===== config.mk =====
export PLATFORM = sky130hd
export DESIGN_NAME = ft2_tx_writer
export DESIGN_NICKNAME = d
export VERILOG_FILES = /design/src/rtl/ft2_pkg.sv /design/src/rtl/ft2_tx_byte_fifo.sv /design/src/rtl/ft2_tx_writer.sv
export SDC_FILE = /design/constraint.sdc
export NUM_CORES = 1
export LEC_CHECK = 0
export ABC_AREA = 1
export BUFFER_PORTS_ARGS = -buffer_cell sky130_fd_sc_hd__clkbuf_2
export CAP_MARGIN = 20
export CORE_UTILIZATION = 40
export DETAILED_ROUTE_END_ITERATION = 8
export SYNTH_ARGS = -nofsm -noshare
export SYNTH_HDL_FRONTEND = slang
export SYNTH_SLANG_ARGS = --single-unit

===== constraint.sdc =====
create_clock -name clk -period 4.2 [get_ports clk]
set_clock_uncertainty 0.1 [all_clocks]
set_input_delay 0.84 -clock clk [delete_from_list [all_inputs] [get_ports clk]]
set_output_delay 0.84 -clock clk [all_outputs]
set_load 0.02 [all_outputs]

===== src/rtl/ft2_pkg.sv =====
// Shared FT2 definitions: bus width, writer FSM states and default bus timing
// used by both the host-to-device read engine and the device-to-host writer.
package ft2_pkg;
  localparam int FT2_DATA_W         = 8;
  localparam int FT2_SETUP_CYCLES   = 1;
  localparam int FT2_STROBE_CYCLES  = 2;
  localparam int FT2_RECOVER_CYCLES = 3;
  localparam int FT2_CNT_W          = 8;

  typedef enum logic [2:0] {
    IDLE,
    REQ,
    SETUP,
    STROBE,
    HOLD,
    RECOVER
  } ft2_tx_state_t;
endpackage


===== src/rtl/ft2_tx_byte_fifo.sv =====
// Sync first-word-fall-through byte FIFO, head visible the cycle after push.
// Full pushes are dropped and latch a sticky overflow unless a pop frees the slot.
module ft2_tx_byte_fifo import ft2_pkg::*; #(
  parameter int DEPTH_LOG2 = 4
) (
  input  logic                  clk,
  input  logic                  rst,
  input  logic                  i_push,
  input  logic [FT2_DATA_W-1:0] i_data,
  input  logic                  i_pop,
  output logic [FT2_DATA_W-1:0] o_head,
  output logic [DEPTH_LOG2:0]   o_level,
  output logic                  o_full,
  output logic                  o_empty,
  output logic                  o_overflow
);
  localparam int DEPTH = 1 << DEPTH_LOG2;

  logic [FT2_DATA_W-1:0] r_mem [DEPTH];
  logic [DEPTH_LOG2-1:0] r_wptr;
  logic [DEPTH_LOG2-1:0] r_rptr;
  logic [DEPTH_LOG2:0]   r_level;
  logic                  r_overflow;
  logic                  w_rd;
  logic                  w_wr;

  assign o_full     = (r_level == (DEPTH_LOG2+1)'(DEPTH));
  assign o_empty    = (r_level == '0);
  assign o_head     = r_mem[r_rptr];
  assign o_level    = r_level;
  assign o_overflow = r_overflow;

  // a pop in the same cycle frees the slot, so a full FIFO can still take the push
  assign w_rd = i_pop && !o_empty;
  assign w_wr = i_push && (!o_full || w_rd);

  always_ff @(posedge clk) begin
    if (w_wr) r_mem[r_wptr] <= i_data;
  end

  always_ff @(posedge clk or posedge rst) begin
    if (rst) begin
      r_wptr     <= '0;
      r_rptr     <= '0;
      r_level    <= '0;
      r_overflow <= 1'b0;
    end else begin
      if (w_wr) r_wptr <= r_wptr + 1'b1;
      if (w_rd) r_rptr <= r_rptr + 1'b1;
      if (w_wr && !w_rd)      r_level <= r_level + 1'b1;
      else if (w_rd && !w_wr) r_level <= r_level - 1'b1;
      if (i_push && !w_wr) r_overflow <= 1'b1;
    end
  end
endmodule


===== src/rtl/ft2_tx_writer.sv =====
// FT2 device-to-host writer: buffers bytes and strobes them onto the shared bus under grant,
// one byte per 1+SETUP+STROBE+1+RECOVER cycles; in_ready drops at full. FT2_TX_STATS_EN adds tx_count.
module ft2_tx_writer import ft2_pkg::*; #(
  parameter int DEPTH_LOG2     = 4,
  parameter int SETUP_CYCLES   = FT2_SETUP_CYCLES,
  parameter int STROBE_CYCLES  = FT2_STROBE_CYCLES,
  parameter int RECOVER_CYCLES = FT2_RECOVER_CYCLES
) (
  input  logic                  clk,
  input  logic                  rst,
  input  logic [FT2_DATA_W-1:0] in_data,
  input  logic                  in_valid,
  output logic                  in_ready,
  input  logic                  ft2_txe_n,
  input  logic                  ft2_bus_gnt,
  output logic                  ft2_bus_req,
  output logic [FT2_DATA_W-1:0] ft2_data_o,
  output logic                  ft2_data_oe,
  output logic                  ft2_wr_n,
  output logic [DEPTH_LOG2:0]   fifo_level,
`ifdef FT2_TX_STATS_EN
  output logic [15:0]           tx_count,
`endif
  output logic                  overflow
);
  ft2_tx_state_t         r_state;
  logic [FT2_CNT_W-1:0]  r_cnt;
  logic                  r_txe_s1;
  logic                  r_txe_s2;
  logic                  w_pop;
  logic                  w_full;
  logic                  w_empty;
  logic [FT2_DATA_W-1:0] w_head;

  assign in_ready = !w_full && !rst;
  assign w_pop    = (r_state == REQ) && ft2_bus_gnt;

  ft2_tx_byte_fifo #(.DEPTH_LOG2(DEPTH_LOG2)) u_fifo (
    .clk        (clk),
    .rst        (rst),
    .i_push     (in_valid),
    .i_data     (in_data),
    .i_pop      (w_pop),
    .o_head     (w_head),
    .o_level    (fifo_level),
    .o_full     (w_full),
    .o_empty    (w_empty),
    .o_overflow (overflow)
  );

  always_ff @(posedge clk or posedge rst) begin
    if (rst) begin
      r_txe_s1 <= 1'b1;
      r_txe_s2 <= 1'b1;
    end else begin
      r_txe_s1 <= ft2_txe_n;
      r_txe_s2 <= r_txe_s1;
    end
  end

`ifdef FT2_TX_STATS_EN
  logic [15:0] r_tx_count;
  assign tx_count = r_tx_count;
`endif

  always_ff @(posedge clk or posedge rst) begin
    if (rst) begin
      r_state     <= IDLE;
      r_cnt       <= '0;
      ft2_bus_req <= 1'b0;
      ft2_data_o  <= '0;
      ft2_data_oe <= 1'b0;
      ft2_wr_n    <= 1'b1;
`ifdef FT2_TX_STATS_EN
      r_tx_count  <= '0;
`endif
    end else begin
      case (r_state)
        IDLE: begin
          if (!w_empty && !r_txe_s2) begin
            r_state     <= REQ;
            ft2_bus_req <= 1'b1;
          end
        end
        REQ: begin
          if (ft2_bus_gnt) begin
            ft2_data_o  <= w_head;
            ft2_data_oe <= 1'b1;
            r_cnt       <= FT2_CNT_W'(SETUP_CYCLES - 1);
            r_state     <= SETUP;
          end else if (r_txe_s2) begin
            ft2_bus_req <= 1'b0;
            r_state     <= IDLE;
          end
        end
        SETUP: begin
          if (r_cnt == '0) begin
            ft2_wr_n <= 1'b0;
            r_cnt    <= FT2_CNT_W'(STROBE_CYCLES - 1);
            r_state  <= STROBE;
          end else begin
            r_cnt <= r_cnt - 1'b1;
          end
        end
        STROBE: begin
          if (r_cnt == '0) begin
            ft2_wr_n <= 1'b1;
            r_state  <= HOLD;
`ifdef FT2_TX_STATS_EN
            r_tx_count <= r_tx_count + 16'd1;
`endif
          end else begin
            r_cnt <= r_cnt - 1'b1;
          end
        end
        HOLD: begin
          ft2_data_oe <= 1'b0;
          ft2_bus_req <= 1'b0;
          r_cnt       <= FT2_CNT_W'(RECOVER_CYCLES - 1);
          r_state     <= RECOVER;
        end
        RECOVER: begin
          // last recovery cycle doubles as the IDLE decision so back-to-back bytes lose no cycle
          if (r_cnt == '0) begin
            if (!w_empty && !r_txe_s2) begin
              ft2_bus_req <= 1'b1;
              r_state     <= REQ;
            end else begin
              r_state <= IDLE;
            end
          end else begin
            r_cnt <= r_cnt - 1'b1;
          end
        end
        default: r_state <= IDLE;
      endcase
    end
  end
endmodule


==> reports/summary.md, run 1 <==
### Outcome
- status: completed

### CTS
- clock tree from TritonCTS: yes
- root buffer cell: sky130_fd_sc_hd__clkbuf_16
- clock slew seen by the registers of the worst setup and hold paths: 70 ps
- CTS Hold Bufs: 0
- deepest level of the CTS H-tree: 4
- post-CTS sizing: 0
- clock network latency to the later pin of the worst-skew pair: 420 ps
- Inserted Clock Buffers: 17
- number of post-CTS setup repair buffers: 0
- maximum clock path buffer count: 2
- number of clock sinks: 166

### Critical path
- Crit Path Category: reg2reg
- delay of the slowest cell on the worst path: 470 ps
- largest delay contributor family on the critical path: simple AND/OR/NAND/NOR gates
- number of buffer and inverter stages on the critical path: 4
- worst reg2reg setup slack: 1530 ps
- WP data arrival: 2910 ps
- cells along the critical path: inv_2 -> nor2_2 -> nand2_2 -> inv_2 -> nand2_4 -> nand2_2 -> nand2_2 -> clkinv_4 -> ha_1 -> inv_1 -> fa_1 -> nand2_1 -> nand2_1 -> a21oi_1 -> xor2_1 -> nand2_1 -> o21ai_0
- critical path fanouts, max: 13
- WP data required: 4440 ps
- kind of start point of the critical path: register
- endpoint class of the critical path: register
- cell with the largest stage delay on the worst path: sky130_fd_sc_hd__dfrtp_1

### Synthesis
- warnings from Yosys: 0
- Seq/Total Area, Yosys: 63.0%
- proportion of netlist area held by the largest area contributor: 50.4%
- net count after synthesis: 815
- top post-synthesis cells by area: sky130_fd_sc_hd__edfxtp_1 (50%), sky130_fd_sc_hd__nand2_1 (12%), sky130_fd_sc_hd__dfrtp_1 (11%)
- most instantiated flip-flop cell in the synthesis netlist: sky130_fd_sc_hd__edfxtp_1
- mapped cell area: 7620 sq um
- library cell occupying the most area in the post-synthesis netlist: sky130_fd_sc_hd__edfxtp_1
- mean area per synthesized cell: 9.63 sq um
- number of synthesized flops with an enable pin: 128
- number of distinct standard cells referenced by the synthesized netlist: 31
- number of cells produced by synthesis: 791
- async set-or-reset flop fraction in the synthesized netlist: 22.9%
- register bit total from synthesis: 166

### Cells and area
- proportion of layout cells with a drive suffix above 1: 11.4%
- Final Non-Filler Cells: 1067
- area growth from synthesis to layout: 12.6%
- top library cells by usage in the layout, fill and taps aside: sky130_fd_sc_hd__nand2_1 (251), sky130_fd_sc_hd__edfxtp_1 (128), sky130_fd_sc_hd__inv_1 (125)
- Inserted Diodes: 0
- number of nets in the final layout: 844
- leading cell type in the layout, fill and taps excluded: sky130_fd_sc_hd__nand2_1

### STA
- max-slew violation total from the final report: 0
- Worst Hold Slack: 258 ps
- final worst-path setup slack: 1530 ps
- post-layout minimum cycle time: 2670 ps
- fin crit share: 63.7%
- endpoints failing hold: 0
- Max transition margin: 49.9%
- Setup TNS: 0 ps
- unrepaired setup endpoints after global routing: false
- max frequency: 374 MHz
- count of endpoints failing setup in the final report: 0
- Tightest Pin Transition: 752 ps

### Power
- power after layout: 6.04 mW
- P_leak: 3.91 nW
- Peak VDD IR: 0.327 mV
- power density normalized to cell area: 704 nW/um^2

### Floorplanning
- chip height: 140 um
- die area: 19600 sq um
- core region area: 18700 sq um
- row count: 50
- effective utilization at floorplan: 40.7%
- ports placed on the boundary: 31
- horizontal extent of the die: 140 um

### Detailed routing
- WL per Instance: 15.1 um
- Remaining DRCs: 0
- DRC marker count from the first detailed-route iteration: 380
- overall via count from detail_route: 5080
- DRT Pass-1 Iters: 5
- Post-DRT Antenna Nets: 0
- drt total wl: 16100 um
- vias per inst: 4.76

### GRT
- pin count of the biggest net entering global routing: 67
- overall track demand over capacity in global routing: 17.6%
- wire length of the first global-routing pass: 26000 um
- initial antenna violation count: 0
- number of global-route vias before repair: 4688
- total gr overflow: 0

### Placed design
- weighted congestion reported at the end of routability-driven placement: 0.814
- detailed-placement wirelength estimate: 10300 um
- pre-CTS worst setup slack: 1350 ps
- total instance count after detailed placement: 1035
- IO buf count: 30

### Flow run
- # Max-Cap Violations: 0

### Worst hold path
- Worst Hold Class: reg2reg

[synthesized netlist by cell type, types with 2 or more instances]
master	number
sky130_fd_sc_hd__nand2_1	251
sky130_fd_sc_hd__edfxtp_1	128
sky130_fd_sc_hd__inv_1	126
sky130_fd_sc_hd__nand3_1	109
sky130_fd_sc_hd__dfrtp_1	35
sky130_fd_sc_hd__nor2_1	30
sky130_fd_sc_hd__o21ai_0	20
sky130_fd_sc_hd__buf_2	19
sky130_fd_sc_hd__xor2_1	11
sky130_fd_sc_hd__ha_1	10
sky130_fd_sc_hd__nand2_4	6
sky130_fd_sc_hd__a21oi_1	5
sky130_fd_sc_hd__clkbuf_1	4
sky130_fd_sc_hd__inv_2	4
sky130_fd_sc_hd__nand2_2	4
sky130_fd_sc_hd__nand4_1	4
sky130_fd_sc_hd__nor2_2	4
sky130_fd_sc_hd__buf_1	3
sky130_fd_sc_hd__dfstp_2	3
sky130_fd_sc_hd__clkinv_4	2
sky130_fd_sc_hd__nor3_1	2
sky130_fd_sc_hd__xnor2_1	2
[per-stage QoR]
| stage | utilization, % | area [sq um] |
|---|---|---|
| finish | 45.9 | 8580 |
| global route | 45.9 | 8580 |
| CTS | 45.9 | 8580 |
| detailed placement | 42.7 | 7990 |
| global placement | 42.7 | 7990 |
| floorplan | - | 7620 |
[final timing paths]
| path | start | end | depth (start not counted) |
|---|---|---|---|
| worst max register to register | r_state[0] | u_fifo.o_level[4] | 17 |
| max in group asynchronous | rst | u_fifo.r_rptr[0] | 3 |
| worst max-delay path | r_state[0] | u_fifo.o_level[4] | 17 |
| worst min-delay path | r_txe_s1 | r_txe_s2 | 0 |
| worst min register to register | r_txe_s1 | r_txe_s2 | 0 |
| min in group asynchronous | rst | ft2_bus_req | 3 |
[layer usage]
metal	global-route usage, %	routed length (um)	up-vias
met5	0	0	-
met4	5.96	251	0
met3	3.45	689	17
met2	26.9	7260	101
met1	25.1	7930	2368
li1	-	-	2594
[cell families after synthesis]
logic type / count (synthesis) / share of synthesized area, %
AO/OA/AOI/OAI: 30 / 2.13
flip-flops: 166 / 63.0
adder cells (fa/ha/maj): 11 / 1.90
AND/OR/NAND/NOR: 412 / 23.2
buffers and inverters: 159 / 8.27
XOR/XNOR: 13 / 1.49
[flip-flops by register name, indices dropped and copies added (netlist names)]
register,flops
u_fifo.o_level,5
u_fifo.r_wptr,4
ft2_data_o,8
r_txe_s1,1
ft2_wr_n,1
r_cnt,8
ft2_bus_req,1
u_fifo.o_overflow,1
u_fifo.r_rptr,4
u_fifo.r_mem,128
r_state,3
ft2_data_oe,1
r_txe_s2,1
[report_power, final]
part | internal, mW | switching [mW] | leakage, nW | total (mW)
sequential | 2.06 | 0.177 | 1.62 | 2.24
combinational | 0.689 | 1.55 | 2.00 | 2.24
clock | 0.890 | 0.667 | 0.288 | 1.56
total | 3.64 | 2.40 | 3.91 | 6.04
[area by class of cell]
type,count,area [sq um]
repair buffers,36,195
fillers,1720,10100
clock inverters,15,164
well taps,234,293
multi-input cells,466,2190
clock buffers,17,425
flip-flops and latches,166,4800
inverters,133,509
Note: power is estimated with default switching activity, not from simulation.
==> inputs of run 2 (changes only) <==
- clock period: 4.2 -> 2.45 ns (I/O delays scaled with it)
==> run 2 against run 1 <==
  * First-iteration DRC count down 21%
  * Largest power group is now combinational logic
  * Register-to-register slack worse by 1300 ps
  * Routed wire length grew 1.2%
  * Global-route usage about the same
  * Sequential power grew 69%
  * Non-clock buffer count is 31 higher
  * Setup slack worse by 1300 ps
  * Clock power increased by 72%
==> reports/summary.md, run 2 (synthesized netlist as in run 1, its figures left out) <==
### Outcome
- status: completed

### Cells and area
- number of nets in the final layout: 875
- top library cells by usage in the layout, fill and taps aside: sky130_fd_sc_hd__nand2_1 (251), sky130_fd_sc_hd__edfxtp_1 (128), sky130_fd_sc_hd__inv_1 (124)
- number of fillers in the final layout: 1691
- Inserted Diodes: 0
- share of the core filled with cells: 47.4%
- number of flip-flops under the largest register name: 128
- proportion of layout cells with a drive suffix above 1: 15.2%
- area of the multi-input gates: 2230 sq um
- area growth from synthesis to layout: 16.3%
- Biggest register: u_fifo.r_mem
- leading cell type in the layout, fill and taps excluded: sky130_fd_sc_hd__nand2_1
- area occupied by registers: 4800 sq um
- leading registers by flop count: u_fifo.r_mem (128), ft2_data_o (8), r_cnt (8)

### Floorplanning
- ports placed on the boundary: 31
- core region area: 18700 sq um
- row count: 50
- chip height: 140 um
- die area: 19600 sq um
- effective utilization at floorplan: 40.7%
- horizontal extent of the die: 140 um

### Detailed routing
- drt total wl: 16300 um
- DRT Pass-1 Iters: 5
- overall via count from detail_route: 5194
- vias per inst: 4.73
- DRC marker count from the first detailed-route iteration: 301
- Remaining DRCs: 0
- WL per Instance: 14.9 um
- Post-DRT Antenna Nets: 0

### STA
- fin crit share: 91.3%
- Tightest Pin Transition: 545 ps
- max-slew violation total from the final report: 0
- post-layout minimum cycle time: 2240 ps
- Setup TNS: 0 ps
- max frequency: 447 MHz
- count of endpoints failing setup in the final report: 0
- endpoints failing hold: 0
- Max transition margin: 63.5%
- unrepaired setup endpoints after global routing: false

### Critical path
- Crit Path Category: reg2reg
- cell with the largest stage delay on the worst path: sky130_fd_sc_hd__dfrtp_1
- largest delay contributor family on the critical path: simple AND/OR/NAND/NOR gates
- Worst Reg-to-Reg Cells: 15
- critical path fanouts, max: 4
- endpoint class of the critical path: register
- cell type with the highest occurrence count on the critical path: sky130_fd_sc_hd__nand2_1
- WP data arrival: 2480 ps
- kind of start point of the critical path: register
- cells along the critical path: nor2_2 -> nand3_2 -> nor2_4 -> nand2_2 -> nand2_2 -> clkinv_4 -> ha_4 -> inv_4 -> ha_1 -> nand2_1 -> nand2_1 -> a21oi_2 -> xor2_1 -> nand2_1 -> o21ai_0
- delay of the slowest cell on the worst path: 390 ps
- WP data required: 2690 ps
- total number of cells along the worst setup path: 15
- number of buffer and inverter stages on the critical path: 2

### CTS
- CTS Hold Bufs: 0
- Inserted Clock Buffers: 17
- clock slew seen by the registers of the worst setup and hold paths: 70 ps
- clock tree from TritonCTS: yes
- number of clock sinks: 166
- maximum clock path buffer count: 2
- root buffer cell: sky130_fd_sc_hd__clkbuf_16
- number of post-CTS setup repair buffers: 0
- deepest level of the CTS H-tree: 4
- clock network latency to the later pin of the worst-skew pair: 420 ps

### GRT
- initial antenna violation count: 0
- wire length of the first global-routing pass: 26100 um
- number of global-route vias before repair: 4829
- overall track demand over capacity in global routing: 17.6%
- pin count of the biggest net entering global routing: 66
- total gr overflow: 0

### Placed design
- IO buf count: 30
- detailed-placement wirelength estimate: 10400 um
- weighted congestion reported at the end of routability-driven placement: 0.829

### Power
- Peak VDD IR: 0.510 mV
- power density normalized to cell area: 1190 nW/um^2
- P_leak: 4.08 nW

### Worst hold path
- Worst Hold Class: in2reg
- number of cells on the worst hold path: 1

### Flow run
- # Max-Cap Violations: 0

run 2: cell count changes in the layout (fill, tap and decap cells not counted), moves of 2 or more:
cell / before / now
sky130_fd_sc_hd__buf_4: 6 / 36
sky130_fd_sc_hd__inv_6: 7 / 4
sky130_fd_sc_hd__clkinv_4: 3 / 5
sky130_fd_sc_hd__nor2_1: 30 / 28
sky130_fd_sc_hd__inv_8: 1 / 3
run 2: layer usage:
layer  vias to the layer above  global-route usage, %  wire [um]
met5                         -                      0          0
met4                         0                   5.44        154
met3                        11                   3.21        825
met2                       110                   28.5       7810
met1                      2409                   24.2       7540
li1                       2664                      -          -
run 2: timing repair:
item / CTS / global route
setup endpoints to repair: 1 / 2
pin swaps: 0 / 4
resized for setup: 1 / 9
run 2: final timing paths:
| check | start | to | slack [ps] |
|---|---|---|---|
| setup / recovery | u_fifo.o_level[2] | u_fifo.o_level[4] | 210 |
| hold / removal | ft2_txe_n | r_txe_s1 | 50 |
| setup reg to reg | u_fifo.o_level[2] | u_fifo.o_level[4] | 210 |
| hold reg to reg | r_txe_s1 | r_txe_s2 | 260 |
| max in group asynchronous | rst | u_fifo.r_rptr[0] | 1790 |
| min in group asynchronous | rst | u_fifo.o_level[4] | 90 |
run 2: through the flow:
stage	std cells	total power [mW]	instance area, sq um	hold slack [ps]	setup WS [ps]
6_report	1098	10.6	8860	50.5	214
5_1_grt	1098	11.3	8860	37.6	31.4
4_1_cts	1098	10.7	8830	33.1	16.5
3_5_place_dp	1066	7.95	8230	248	5.73
3_3_place_gp	1066	7.91	8230	247	67.7
2_1_floorplan	791	6.65	7620	245	37.8
run 2: final cells by class:
type / count / area share [%]
tap: 234 / 3.30
clock inverter: 14 / 1.85
timing repair buffer: 67 / 4.97
clock buffer: 18 / 4.84
multi-input combinational: 466 / 25.1
sequential: 166 / 54.2
inverter: 133 / 5.77
run 2: power breakdown:
part	leakage [nW]	switching [mW]	internal, mW
clock	0.293	1.15	1.54
sequential	1.62	0.253	3.53
combinational	2.17	2.73	1.38
==> inputs of run 3 (changes only) <==
- SKIP_LAST_GASP: unset -> 1
- SYNTH_HIERARCHICAL: unset -> 1
- clock period: 2.45 -> 2.7 ns (I/O delays scaled with it)
==> run 3 against run 2 <==
  * First-iteration DRC count increased by 17%
  * Largest power group unchanged
  * Utilization increased by 0.14 points
  * Highest routed layer unchanged
  * Fmax decreased by 8.3%
  * Routed wire length increased by 0.71%
==> reports/summary.md, run 3 <==
### Outcome
- status: completed

### Detailed routing
- DRT Pass-1 Iters: 5
- Remaining DRCs: 0
- vias per inst: 4.59
- DRC marker count from the first detailed-route iteration: 351
- WL per Instance: 14.5 um
- drt total wl: 16400 um
- Post-DRT Antenna Nets: 0
- overall via count from detail_route: 5223

### GRT
- overall track demand over capacity in global routing: 17.8%
- total gr overflow: 0
- pin count of the biggest net entering global routing: 83
- initial antenna violation count: 0
- number of global-route vias before repair: 4906
- wire length of the first global-routing pass: 26300 um

### Placed design
- placed instance area: 8300 sq um
- IO buf count: 30
- weighted congestion reported at the end of routability-driven placement: 0.882
- pre-CTS worst setup slack: 234 ps
- detailed-placement wirelength estimate: 10700 um

### Critical path
- critical path fanouts, max: 6
- cell type with the highest occurrence count on the critical path: sky130_fd_sc_hd__nand2_1
- number of buffer and inverter stages on the critical path: 5
- largest delay contributor family on the critical path: simple AND/OR/NAND/NOR gates
- WP data arrival: 2660 ps
- endpoint class of the critical path: register
- delay of the slowest cell on the worst path: 460 ps
- WP data required: 2920 ps
- Crit Path Category: reg2reg
- cells along the critical path: inv_2 -> nor2_1 -> nand3_1 -> clkinv_1 -> inv_2 -> nand4_2 -> nand2_1 -> inv_2 -> ha_1 -> inv_1 -> ha_1 -> nand2_1 -> nand3_1 -> nand3_1 -> nand2_1 -> nand2_1 -> nand2_1
- kind of start point of the critical path: register
- cell with the largest stage delay on the worst path: sky130_fd_sc_hd__dfrtp_1

### Synthesis
- proportion of netlist area held by the largest area contributor: 49.5%
- most instantiated flip-flop cell in the synthesis netlist: sky130_fd_sc_hd__edfxtp_1
- mean area per synthesized cell: 9.56 sq um
- register bit total from synthesis: 166
- number of distinct standard cells referenced by the synthesized netlist: 39
- number of synthesized flops with an enable pin: 128
- most used standard cell by instance count after synthesis: sky130_fd_sc_hd__nand2_1
- net count after synthesis: 837
- most instantiated cells after synthesis: sky130_fd_sc_hd__nand2_1 (321), sky130_fd_sc_hd__edfxtp_1 (128), sky130_fd_sc_hd__inv_1 (76)
- warnings from Yosys: 6
- library cell occupying the most area in the post-synthesis netlist: sky130_fd_sc_hd__edfxtp_1
- number of cells produced by synthesis: 812
- async set-or-reset flop fraction in the synthesized netlist: 22.9%
- mapped cell area: 7760 sq um
- top post-synthesis cells by area: sky130_fd_sc_hd__edfxtp_1 (50%), sky130_fd_sc_hd__nand2_1 (16%), sky130_fd_sc_hd__dfrtp_1 (11%)
- Seq/Total Area, Yosys: 61.8%

### STA
- post-layout minimum cycle time: 2440 ps
- count of endpoints failing setup in the final report: 0
- Setup TNS: 0 ps
- fin crit share: 90.3%
- max-slew violation total from the final report: 0
- Tightest Pin Transition: 559 ps
- unrepaired setup endpoints after global routing: false
- final worst-path setup slack: 261 ps
- endpoints failing hold: 0
- max frequency: 410 MHz
- Max transition margin: 62.7%

### Floorplanning
- chip height: 141 um
- row count: 50
- core region area: 18800 sq um
- horizontal extent of the die: 141 um
- ports placed on the boundary: 31
- die area: 20000 sq um
- effective utilization at floorplan: 41.2%

### Cells and area
- number of fillers in the final layout: 1744
- Biggest register: u_fifo/r_mem
- number of flip-flops under the largest register name: 128
- final standard cell area without fillers: 8950 sq um
- leading registers by flop count: u_fifo/r_mem (128), ft2_data_o (8), r_cnt (8)
- proportion of layout cells with a drive suffix above 1: 14.9%
- Inserted Diodes: 0
- area growth from synthesis to layout: 15.3%
- number of nets in the final layout: 889
- leading cell type in the layout, fill and taps excluded: sky130_fd_sc_hd__nand2_1
- top library cells by usage in the layout, fill and taps aside: sky130_fd_sc_hd__nand2_1 (321), sky130_fd_sc_hd__edfxtp_1 (128), sky130_fd_sc_hd__inv_1 (76)

### CTS
- root buffer cell: sky130_fd_sc_hd__clkbuf_16
- number of clock sinks: 166
- clock network latency to the later pin of the worst-skew pair: 430 ps
- maximum clock path buffer count: 2
- CTS Hold Bufs: 0
- number of post-CTS setup repair buffers: 0
- clock tree from TritonCTS: yes
- clock slew seen by the registers of the worst setup and hold paths: 60 ps
- deepest level of the CTS H-tree: 4
- Inserted Clock Buffers: 17
- post-CTS sizing: 0

### Power
- Peak VDD IR: 0.536 mV
- P_leak: 4.00 nW
- power after layout: 9.66 mW
- power density normalized to cell area: 1080 nW/um^2

### Worst hold path
- Worst Hold Class: in2async

### Flow run
- # Max-Cap Violations: 0

## run 3: logic make-up after synthesis
logic type	after synthesis	synth area share, %
AOI/OAI and AO/OA	17	1.48
xor gates and xnor gates	7	0.790
adders and majority gates	12	2.03
buffers and inverters	115	6.64
DFF	166	61.8
and+or+nand+nor	495	27.2
## run 3: cell type report
cell class | count | area [sq um] | share of cell area (%)
Multi-Input combinational cell | 531 | 2450 | 27.3
Inverter | 90 | 345 | 3.86
Sequential cell | 166 | 4800 | 53.6
Tap cell | 260 | 325 | 3.64
Timing Repair Buffer | 58 | 385 | 4.31
Clock buffer | 20 | 447 | 4.99
Clock inverter | 12 | 199 | 2.22
## run 3: routing by layer
layer	share of wire (%)	vias up	routed length (um)	GRT usage [%]
met5	0	-	0	0
met4	3.0	0	489	8.87
met3	3.8	31	626	3.10
met2	46	102	7540	27.3
li1	-	2708	-	-
met1	47	2382	7780	24.5
## run 3: worst paths after layout
| kind | cells past startpoint | to | slack (ps) | from |
|---|---|---|---|---|
| setup reg to reg | 17 | u_fifo/o_level[4] | 260 | r_state[0] |
| hold reg to reg | 0 | r_txe_s2 | 260 | r_txe_s1 |
| hold / removal | 3 | ft2_data_o[7] | 60 | rst |
| setup / recovery | 17 | u_fifo/o_level[4] | 260 | r_state[0] |
| min in group clk | 1 | r_txe_s1 | 90 | ft2_txe_n |
| max in group asynchronous | 2 | u_fifo/r_rptr[0] | 2040 | rst |
## run 3: report_power, final
| part | internal, mW | switching (mW) |
|---|---|---|
| registers | 3.16 | 0.304 |
| logic | 1.15 | 2.42 |
| clock network | 1.67 | 0.969 |
| total | 5.97 | 3.69 |
## run 3: tightest hold or removal path, cell delays in order
cell and delay [ps]:
sky130_fd_sc_hd__clkbuf_2 100, sky130_fd_sc_hd__inv_1 50, sky130_fd_sc_hd__buf_4 300
## run 3: metrics by stage
stage	util, %	std cells	hold WS, ps
floorplan	-	812	245
global placement	44.1	1105	246
detailed placement	44.1	1105	251
CTS	47.5	1137	57.4
global route	47.5	1137	77.5
finish	47.5	1137	61.5
